==> config.mk <==
export PLATFORM = sky130hd
export DESIGN_NAME = atm_keypad_entry
export DESIGN_NICKNAME = d
export VERILOG_FILES = /design/src/rtl/atm_keypad_entry.sv
export SDC_FILE = /design/constraint.sdc
export NUM_CORES = 1
export LEC_CHECK = 0
export BUFFER_PORTS_ARGS = -buffer_cell sky130_fd_sc_hd__buf_2
export CAP_MARGIN = 25
export CORE_MARGIN = 2
export CORE_UTILIZATION = 65
export DETAILED_ROUTE_END_ITERATION = 10
export GPL_TIMING_DRIVEN = 1
export PLACE_DENSITY = 0.83
export SLEW_MARGIN = 10
export SYNTH_ARGS = -nofsm -noshare
export SYNTH_HDL_FRONTEND = slang
export SYNTH_SLANG_ARGS = --single-unit
==> constraint.sdc <==
create_clock -name CLK -period 12.8 [get_ports CLK]
set_input_delay 1.28 -clock CLK [delete_from_list [all_inputs] [get_ports CLK]]
set_output_delay 1.28 -clock CLK [all_outputs]
set_load 0.01 [all_outputs]
==> src/rtl/atm_keypad_entry.sv <==
`default_nettype none
// ============================================================================
//  Module   : atm_keypad_entry
//  Purpose  : Turns single-key strobes into PIN digits, a binary amount and
//             OKAY/CANCEL pulses for the downstream ATM transaction FSM.
//  Revision : 1.0  initial release
// ============================================================================
module atm_keypad_entry #(
    parameter int TIMEOUT_CYCLES = 1000,
    parameter int AMOUNT_DIGITS  = 9
) (
    input  logic        CLK,
    input  logic        RESET,
    input  logic        KEY_VALID,
    input  logic [3:0]  KEY_CODE,
    input  logic        MODE,
    output logic [3:0]  PIN0,
    output logic [3:0]  PIN1,
    output logic [3:0]  PIN2,
    output logic [3:0]  PIN3,
    output logic [31:0] AMOUNT,
    output logic [3:0]  DIGIT_COUNT,
    output logic        OKAY,
    output logic        CANCEL
);

    localparam logic [1:0]  S_EMPTY      = 2'd0;
    localparam logic [1:0]  S_ENTRY      = 2'd1;
    localparam logic [1:0]  S_DONE       = 2'd2;
    localparam logic [3:0]  C_KEY_CLEAR  = 4'hA;
    localparam logic [3:0]  C_KEY_ENTER  = 4'hB;
    localparam logic [3:0]  C_KEY_CANCEL = 4'hC;
    localparam logic [3:0]  C_PIN_LEN    = 4'd4;
    localparam logic [3:0]  C_AMT_MAX    = 4'(AMOUNT_DIGITS);
    localparam logic [31:0] C_IDLE_LAST  = 32'(TIMEOUT_CYCLES - 1);

    logic [1:0]  r_state;
    logic        r_mode_q;
    logic [3:0]  r_pin [4];
    logic [31:0] r_amount;
    logic [3:0]  r_count;
    logic        r_okay;
    logic        r_cancel;
    logic [31:0] r_idle_cnt;

    logic        w_mode_chg;
    logic        w_key;
    logic        w_is_digit;
    logic        w_timeout;
    logic        w_clear;
    logic        w_store;
    logic        w_room;
    logic [3:0]  w_base_count;
    logic [31:0] w_base_amount;
    logic [31:0] w_amount_next;

    assign w_mode_chg = (MODE != r_mode_q);
    assign w_key      = KEY_VALID && !w_mode_chg;
    assign w_is_digit = (KEY_CODE <= 4'd9);
    assign w_timeout  = !w_mode_chg && !KEY_VALID && (r_state == S_ENTRY) &&
                        (r_idle_cnt == C_IDLE_LAST);

    // A digit in DONE starts a fresh entry, so it builds on a cleared buffer.
    assign w_base_count  = (r_state == S_DONE) ? 4'd0  : r_count;
    assign w_base_amount = (r_state == S_DONE) ? 32'd0 : r_amount;
    assign w_amount_next = w_base_amount * 32'd10 + {28'd0, KEY_CODE};
    assign w_room        = r_mode_q ? (w_base_count < C_AMT_MAX)
                                    : (w_base_count < C_PIN_LEN);

    assign w_clear = w_mode_chg || w_timeout ||
                     (w_key && (r_state != S_EMPTY) &&
                      ((KEY_CODE == C_KEY_CLEAR) || (KEY_CODE == C_KEY_CANCEL) ||
                       (w_is_digit && (r_state == S_DONE))));
    assign w_store = w_key && w_is_digit && w_room;

    always_ff @(posedge CLK) begin
        if (RESET) begin
            r_state    <= S_EMPTY;
            r_mode_q   <= 1'b0;
            for (int i = 0; i < 4; i++) r_pin[i] <= 4'd0;
            r_amount   <= 32'd0;
            r_count    <= 4'd0;
            r_okay     <= 1'b0;
            r_cancel   <= 1'b0;
            r_idle_cnt <= 32'd0;
        end else begin
            r_okay   <= 1'b0;
            r_cancel <= 1'b0;

            if (w_clear) begin
                for (int i = 0; i < 4; i++) r_pin[i] <= 4'd0;
                r_amount <= 32'd0;
                r_count  <= 4'd0;
            end
            if (w_store) begin
                if (r_mode_q) r_amount <= w_amount_next;
                else          r_pin[w_base_count[1:0]] <= KEY_CODE;
                r_count <= w_base_count + 4'd1;
            end

            if (w_mode_chg || KEY_VALID || (r_state != S_ENTRY) || w_timeout)
                r_idle_cnt <= 32'd0;
            else
                r_idle_cnt <= r_idle_cnt + 32'd1;

            if (w_mode_chg) begin
                r_mode_q <= MODE;
                r_state  <= S_EMPTY;
            end else if (KEY_VALID) begin
                case (r_state)
                    S_EMPTY: begin
                        if (w_is_digit)                    r_state  <= S_ENTRY;
                        else if (KEY_CODE == C_KEY_CANCEL) r_cancel <= 1'b1;
                    end
                    S_ENTRY: begin
                        if (KEY_CODE == C_KEY_CLEAR) begin
                            r_state <= S_EMPTY;
                        end else if (KEY_CODE == C_KEY_CANCEL) begin
                            r_cancel <= 1'b1;
                            r_state  <= S_EMPTY;
                        end else if ((KEY_CODE == C_KEY_ENTER) &&
                                     (r_mode_q || (r_count == C_PIN_LEN))) begin
                            r_okay  <= 1'b1;
                            r_state <= S_DONE;
                        end
                    end
                    S_DONE: begin
                        if (w_is_digit) begin
                            r_state <= S_ENTRY;
                        end else if (KEY_CODE == C_KEY_ENTER) begin
                            r_okay <= 1'b1;
                        end else if (KEY_CODE == C_KEY_CANCEL) begin
                            r_cancel <= 1'b1;
                            r_state  <= S_EMPTY;
                        end else if (KEY_CODE == C_KEY_CLEAR) begin
                            r_state <= S_EMPTY;
                        end
                    end
                    default: r_state <= S_EMPTY;
                endcase
            end else if (w_timeout) begin
                r_cancel <= 1'b1;
                r_state  <= S_EMPTY;
            end
        end
    end

    assign PIN0        = r_pin[0];
    assign PIN1        = r_pin[1];
    assign PIN2        = r_pin[2];
    assign PIN3        = r_pin[3];
    assign AMOUNT      = r_amount;
    assign DIGIT_COUNT = r_count;
    assign OKAY        = r_okay;
    assign CANCEL      = r_cancel;

endmodule
`default_nettype wire

# ---- Word level (Yosys, flattened, before mapping)
# Memory sizes are Yosys's and may differ from the RTL's.
# Index checks and enable logic that the tools add are counted.
dict set report op_classes {
  order_cmp 3
  n_eq_ne 13
  n_mul 1
  add_sub_neg 3
  n_mux 46
  n_reduce_logical 28
  n_bitwise 5
}
# op n
set op_table {}
lappend op_table {{$mux 32} 4}
lappend op_table {{$add 32x1->32 const B} 1}
lappend op_table {{$add 32x4->32} 1}
lappend op_table {{$eq 32x10->1 const B} 1}
lappend op_table {{$mul 32x3->31 const B} 1}
lappend op_table {{$mux 4} 7}
lappend op_table {{$mux 1} 22}
lappend op_table {{$mux 2} 10}
lappend op_table {{$eq 4x4->1 const B} 3}
lappend op_table {{$logic_and 1x1->1} 10}
lappend op_table {{$logic_or 1x1->1} 8}
lappend op_table {{$pmux 2 s3} 1}
lappend op_table {{$reduce_bool 2->1} 3}
lappend op_table {{$ne 5x2->1 const B} 1}
lappend op_table {{$ne 5x3->1 const B} 1}
lappend op_table {{$reduce_and 5->1} 1}
lappend op_table {{$add 4x1->4 const B} 1}
lappend op_table {{$eq 4x3->1 const B} 1}
lappend op_table {{$le 4x4->1 const B} 1}
lappend op_table {{$lt 4x3->1 const B} 1}
lappend op_table {{$lt 4x4->1 const B} 1}
lappend op_table {{$ne 4x4->1 const B} 1}
lappend op_table {{$or 1x1->1} 4}
lappend op_table {{$reduce_or 2->1} 2}
lappend op_table {{other kinds (11)} 12}
dict set report totals {
  ramBits 16
  inputBits 8
  reg_bits 73
  mem_count 1
}
# name words width read_ports rd_clocked_by_memory_dff wr line
set mem_list {}
lappend mem_list {r_pin 4 4 4 0 5 39} ;# logic [3:0] r_pin [4];

# ---- Longest topological paths before layout
dict set report depth {
  depth_word 11
  mapped_depth 18
  mapped_depth_nobuf 16
}

# ---- Worst setup path after synthesis
# Ideal clock, no wire load.
dict set report synth_timing {
  path_kind {reg-to-reg}
  from {register r_state[0]}
  to {register r_amount[28], in the netlist AMOUNT[28]}
  path_stages_with_launch 19
  setup_ns 0.117
  synth_period_minus_slack_ns 4.860
  slack_ns 7.940
  arrival_ns 4.743
  path_cell_list {dfxtp_1 > inv_1 > ha_1 > clkbuf_1 > clkbuf_1 > nor2b_1 > ha_1 > ha_1 > buf_6 > a21o_1 > a221o_1 > a21o_1 > xnor2_1 > or4_1 > or4b_4 > or4_4 > nor3_2 > xor2_1 > a22o_1}
}
dict set report synth_between {
  elab_chain_len 8
  elab_cells_between_ends 22
  cone_classes {1 x add/sub; 1 x mul; 2 x order compare; 2 x eq/ne; 6 x mux; 10 x reduce/logical}
}
# element line
set synth_lines {}
lappend synth_lines {{start, declared} 37} ;# logic [1:0] r_state;
lappend synth_lines {{start signal, assigned} 78} ;# r_state <= S_EMPTY;
lappend synth_lines {{start signal, assigned} 108} ;# r_state <= S_EMPTY;
lappend synth_lines {{start signal, assigned} 112} ;# if (w_is_digit) r_state <= S_ENTRY;
lappend synth_lines {{branches (longest 7 deep; another with $mul 32x3->31)} n/a}
lappend synth_lines {{$mux 32 (*)} 95} ;# if (w_store) begin
lappend synth_lines {{end signal, assigned} 96} ;# if (r_mode_q) r_amount <= w_amount_next;
lappend synth_lines {{end, declared} 40} ;# logic [31:0] r_amount;
# Every way passes the cells marked *.
# A chain may end at the register's enable or synchronous reset.

# ---- Worst setup path after layout
# Ends and elaborated chain as after synthesis.

==> implementation parameters <==
Parameter                              Value

Finish
  Most common cell after layout, fill and taps aside ... sky130_fd_sc_hd__nor2_1
  Area of all placed cells without fillers ... 7330 sq um
  Fraction of layout instances using a drive strength above 1 ... 11.1%
  Syn-to-layout area delta ... 8.74%
  Number of antenna repair diodes ... 0
  Number of filler cells placed in the layout ... approximately 800
  Number of nets in the finished design ... around 940
  Most frequent cells in the layout ... 90 x sky130_fd_sc_hd__nor2_1, 79 x sky130_fd_sc_hd__nand2_1, 73 x sky130_fd_sc_hd__dfxtp_1

GRT
  Wire length of the first global-routing pass ... between 20000 and 30000 um
  Number of global-route vias before repair ... between 5000 and 6000
  M3 GR Usage ... approximately 4.2%
  Grt peak-use layer ... met2
  Met2 track demand over resource ... 50.7%
  Tot GR Track Use ... between 20% and 30%
  Total gr overflow ... 0
  Pin count of the biggest net entering global routing ... 33
  Met1 Resource Use GR ... approximately two fifths
  Antenna violations before repair ... 0

Yosys
  Number of warnings issued by yosys ... 0
  Total nets after synthesis ... 900
  Sequential cell area fraction in the yosys report ... between 20% and 30%
  Fraction of registers with async set/reset ... 0%
  Number of distinct standard cells referenced by the synthesized netlist ... 69
  Mean instance size in the synthesized netlist ... roughly 8 sq um
  Number of flops mapped to enable cells by yosys ... 16
  Number of instances in the synthesized netlist ... 827
  Primary flip-flop cell chosen by synthesis mapping ... sky130_fd_sc_hd__dfxtp_1
  Flops & latches, synth ... 89
  Mapped cell area ... 6740 sq um

Timing
  Post-route fraction of the period consumed by the critical path ... about two fifths
  Total negative slack for setup checks ... 0 ns
  Period minus WS final ... a little over 5 ns
  Worst-case clock skew ... 0.0155 ns
  Slew HR ... around 40%
  Top achievable clock speed ... approximately 200 MHz
  RSZ-0062 raised after global routing ... false
  Transition time of the tightest slew-check pin ... just under 0.9 ns
  Final Hold Fails ... 0
  Setup Viol. Count Final ... 0
  Final count of pins violating max slew ... 0
  Worst setup slack after layout ... slightly below 8 ns

Placement
  Detailed Place HPWL ... 13000 um
  Number of buffers inserted by port buffering ... between 60 and 70
  Cell area after placement ... 7120 sq um
  Worst slack after detailed placement ... between 7 and 8 ns
  RePlAce Congestion ... 0.945

Routing
  Total length of routed wires ... between 15000 and 20000 um
  Starting DRC count in detailed routing ... roughly 480
  DRC violations left ... 0
  Via density per instance ... ~6.3
  Detailed Routing Iterations Pass 1 ... 5
  WL/cell ... ~17 um
  Antenna violation net count after detailed routing ... 0
  Vias ... around 6400

Hold path
  Hold Crit Depth ... 1
  Worst Min Path Start ... r_idle_cnt[0]
  Path class of the lowest-slack min-delay path ... flop to flop
  End of the worst hold path ... r_idle_cnt[0]

Setup path
  Arrival time at the worst endpoint ... approximately 5.4 ns
  CP startpoint ... r_state[0]
  Reg-to-reg critical path startpoint ... r_state[0]
  Class of the most critical setup path ... flop to flop
  CP required ... roughly 13 ns
  Crit start category ... flop
  Capture instance of the worst register-to-register path ... AMOUNT[28]
  Slack of the worst reg-to-reg path ... slightly below 8 ns
  Critical Path End Type ... flop
  Peak fanout along the critical path ... 17
  Worst-case reg-to-reg path depth ... 15

Status
  Status ... finished clean

Clocking
  Post-CTS Resized ... 0
  Hold buffers post-CTS ... 0
  Clock tree buffer depth ... 2
  Clock-pin slew on the worst setup and hold paths ... 0.10 ns
  CTS tree ... built
  Root buffer cell ... sky130_fd_sc_hd__clkbuf_8
  Number of buffers inserted to repair setup after CTS ... 0
  Insertion delay of the later-clocked pin in the worst-skew pair ... between 0.3 and 0.4 ns
  Clock Sink Count ... 89
  Number of clock buffers inserted by TritonCTS ... 9
  Deepest level of the CTS H-tree ... 3

Floorplanning
  Area of the die ... around 11000 sq um
  Width of the chip ... roughly 110 um
  IO Pins ... 62
  Core region area ... around 10000 sq um
  Initial cell density of the core ... approximately two thirds
  Row cnt ... 37
  Die Y ... 106 um

Power
  Power Dens Cells ... between 70 and 80 nW/um^2
  Largest voltage drop on the vdd net ... roughly 60 uV
  Leakage power ... between 3 and 4 nW
  Total power ... approximately 0.53 mW

Job
  Number of maximum-capacitance constraint violations ... 0
-- cells in the mapped netlist, drive strengths merged (6+ instances only) --
cell,instances,area (sq um)
nor4,11,75.1
xnor2,37,324
nand3,36,180
nand2b,7,43.8
nor3b,9,67.6
and2,8,51.3
nand2,79,297
a22o,9,78.8
a21o,16,120
nand4,11,68.8
xor2,44,385
dfxtp,73,1460
inv,13,48.8
clkbuf,28,105
a31oi,9,56.3
a21oi,56,284
ha,64,801
nor2b,36,225
o21ai,26,134
nor2,91,344
nor3,22,115
o211ai,6,45.0
and3,29,181
edfxtp,16,480
or3,7,48.8
a211oi,13,108
-- worst max path at each step --
stage	end	slack, ns
floorplan	AMOUNT[28]	7.94
global placement	AMOUNT[28]	7.93
detailed placement	AMOUNT[28]	7.79
CTS	AMOUNT[28]	7.75
global route	AMOUNT[30]	7.40
finish	AMOUNT[28]	7.70
-- cell type report --
class                   instances  area [sq um]  share of cell area [%]
flip-flops and latches         89          1940                    26.5
well taps                     136           170                    2.32
inverters                      13          48.8                   0.666
clock buffers                  10           138                    1.88
repair buffers                 66           343                    4.68
multi-input cells             692          4610                    62.9
clock inverters                 6          76.3                    1.04
-- cells by family (layout without fill, tap and decap cells) --
| family | after synthesis | after routing | share of synthesized area, % |
|---|---|---|---|
| AND/OR/NAND/NOR | 367 | 367 | 27.9 |
| AO/OA/AOI/OAI | 176 | 176 | 17.4 |
| multiplexers | 1 | 1 | 0.148 |
| adder cells (fa/ha/maj) | 67 | 67 | 12.5 |
| buffers and inverters | 46 | 95 | 2.77 |
| XOR/XNOR | 81 | 81 | 10.5 |
| flip-flops | 89 | 89 | 28.8 |
-- routing by layer --
layer  up-vias  wire, um
li1       3076         -
met1      3066      7310
met2       240      8150
met3        28      1030
met4         0       316
met5         -         0
-- per-stage QoR --
step	cells	hold slack, ns	utilization, %
after floorplan	827	0.418	-
after detailed placement	996	0.442	69.9
after global placement	995	0.429	69.8
after global routing	1012	0.490	72.0
after CTS	1012	0.459	72.0
final	1012	0.457	72.0
-- critical path: stages, from the launching register on --
cell and delay, ns:
sky130_fd_sc_hd__dfxtp_1 0.35, sky130_fd_sc_hd__inv_1 0.11, sky130_fd_sc_hd__ha_1 0.54, sky130_fd_sc_hd__nor2b_1 0.20
sky130_fd_sc_hd__ha_1 0.34, sky130_fd_sc_hd__ha_1 0.42, sky130_fd_sc_hd__a21o_1 0.25, sky130_fd_sc_hd__a221o_1 0.47
sky130_fd_sc_hd__a21o_1 0.23, sky130_fd_sc_hd__xnor2_1 0.17, sky130_fd_sc_hd__or4_1 0.45, sky130_fd_sc_hd__or4b_4 0.58
sky130_fd_sc_hd__or4_4 0.45, sky130_fd_sc_hd__nor3_2 0.16, sky130_fd_sc_hd__xor2_1 0.10, sky130_fd_sc_hd__a22o_1 0.18
-- flip-flops by register name, indices dropped and copies added (netlist names) --
| register | flops |
|---|---|
| OKAY | 1 |
| AMOUNT | 32 |
| DIGIT_COUNT | 4 |
| r_mode_q | 1 |
| r_idle_cnt | 32 |
| CANCEL | 1 |
| r_state | 2 |
| r_pin | 16 |
-- report_power, final --
| group | internal, mW | switching [mW] | total (mW) |
|---|---|---|---|
| registers | 0.289 | 0.00174 | 0.291 |
| logic | 0.0103 | 0.0221 | 0.0325 |
| clock network | 0.0982 | 0.108 | 0.206 |
| total | 0.397 | 0.131 | 0.529 |
No activity file was read; power rests on OpenSTA's default activity.
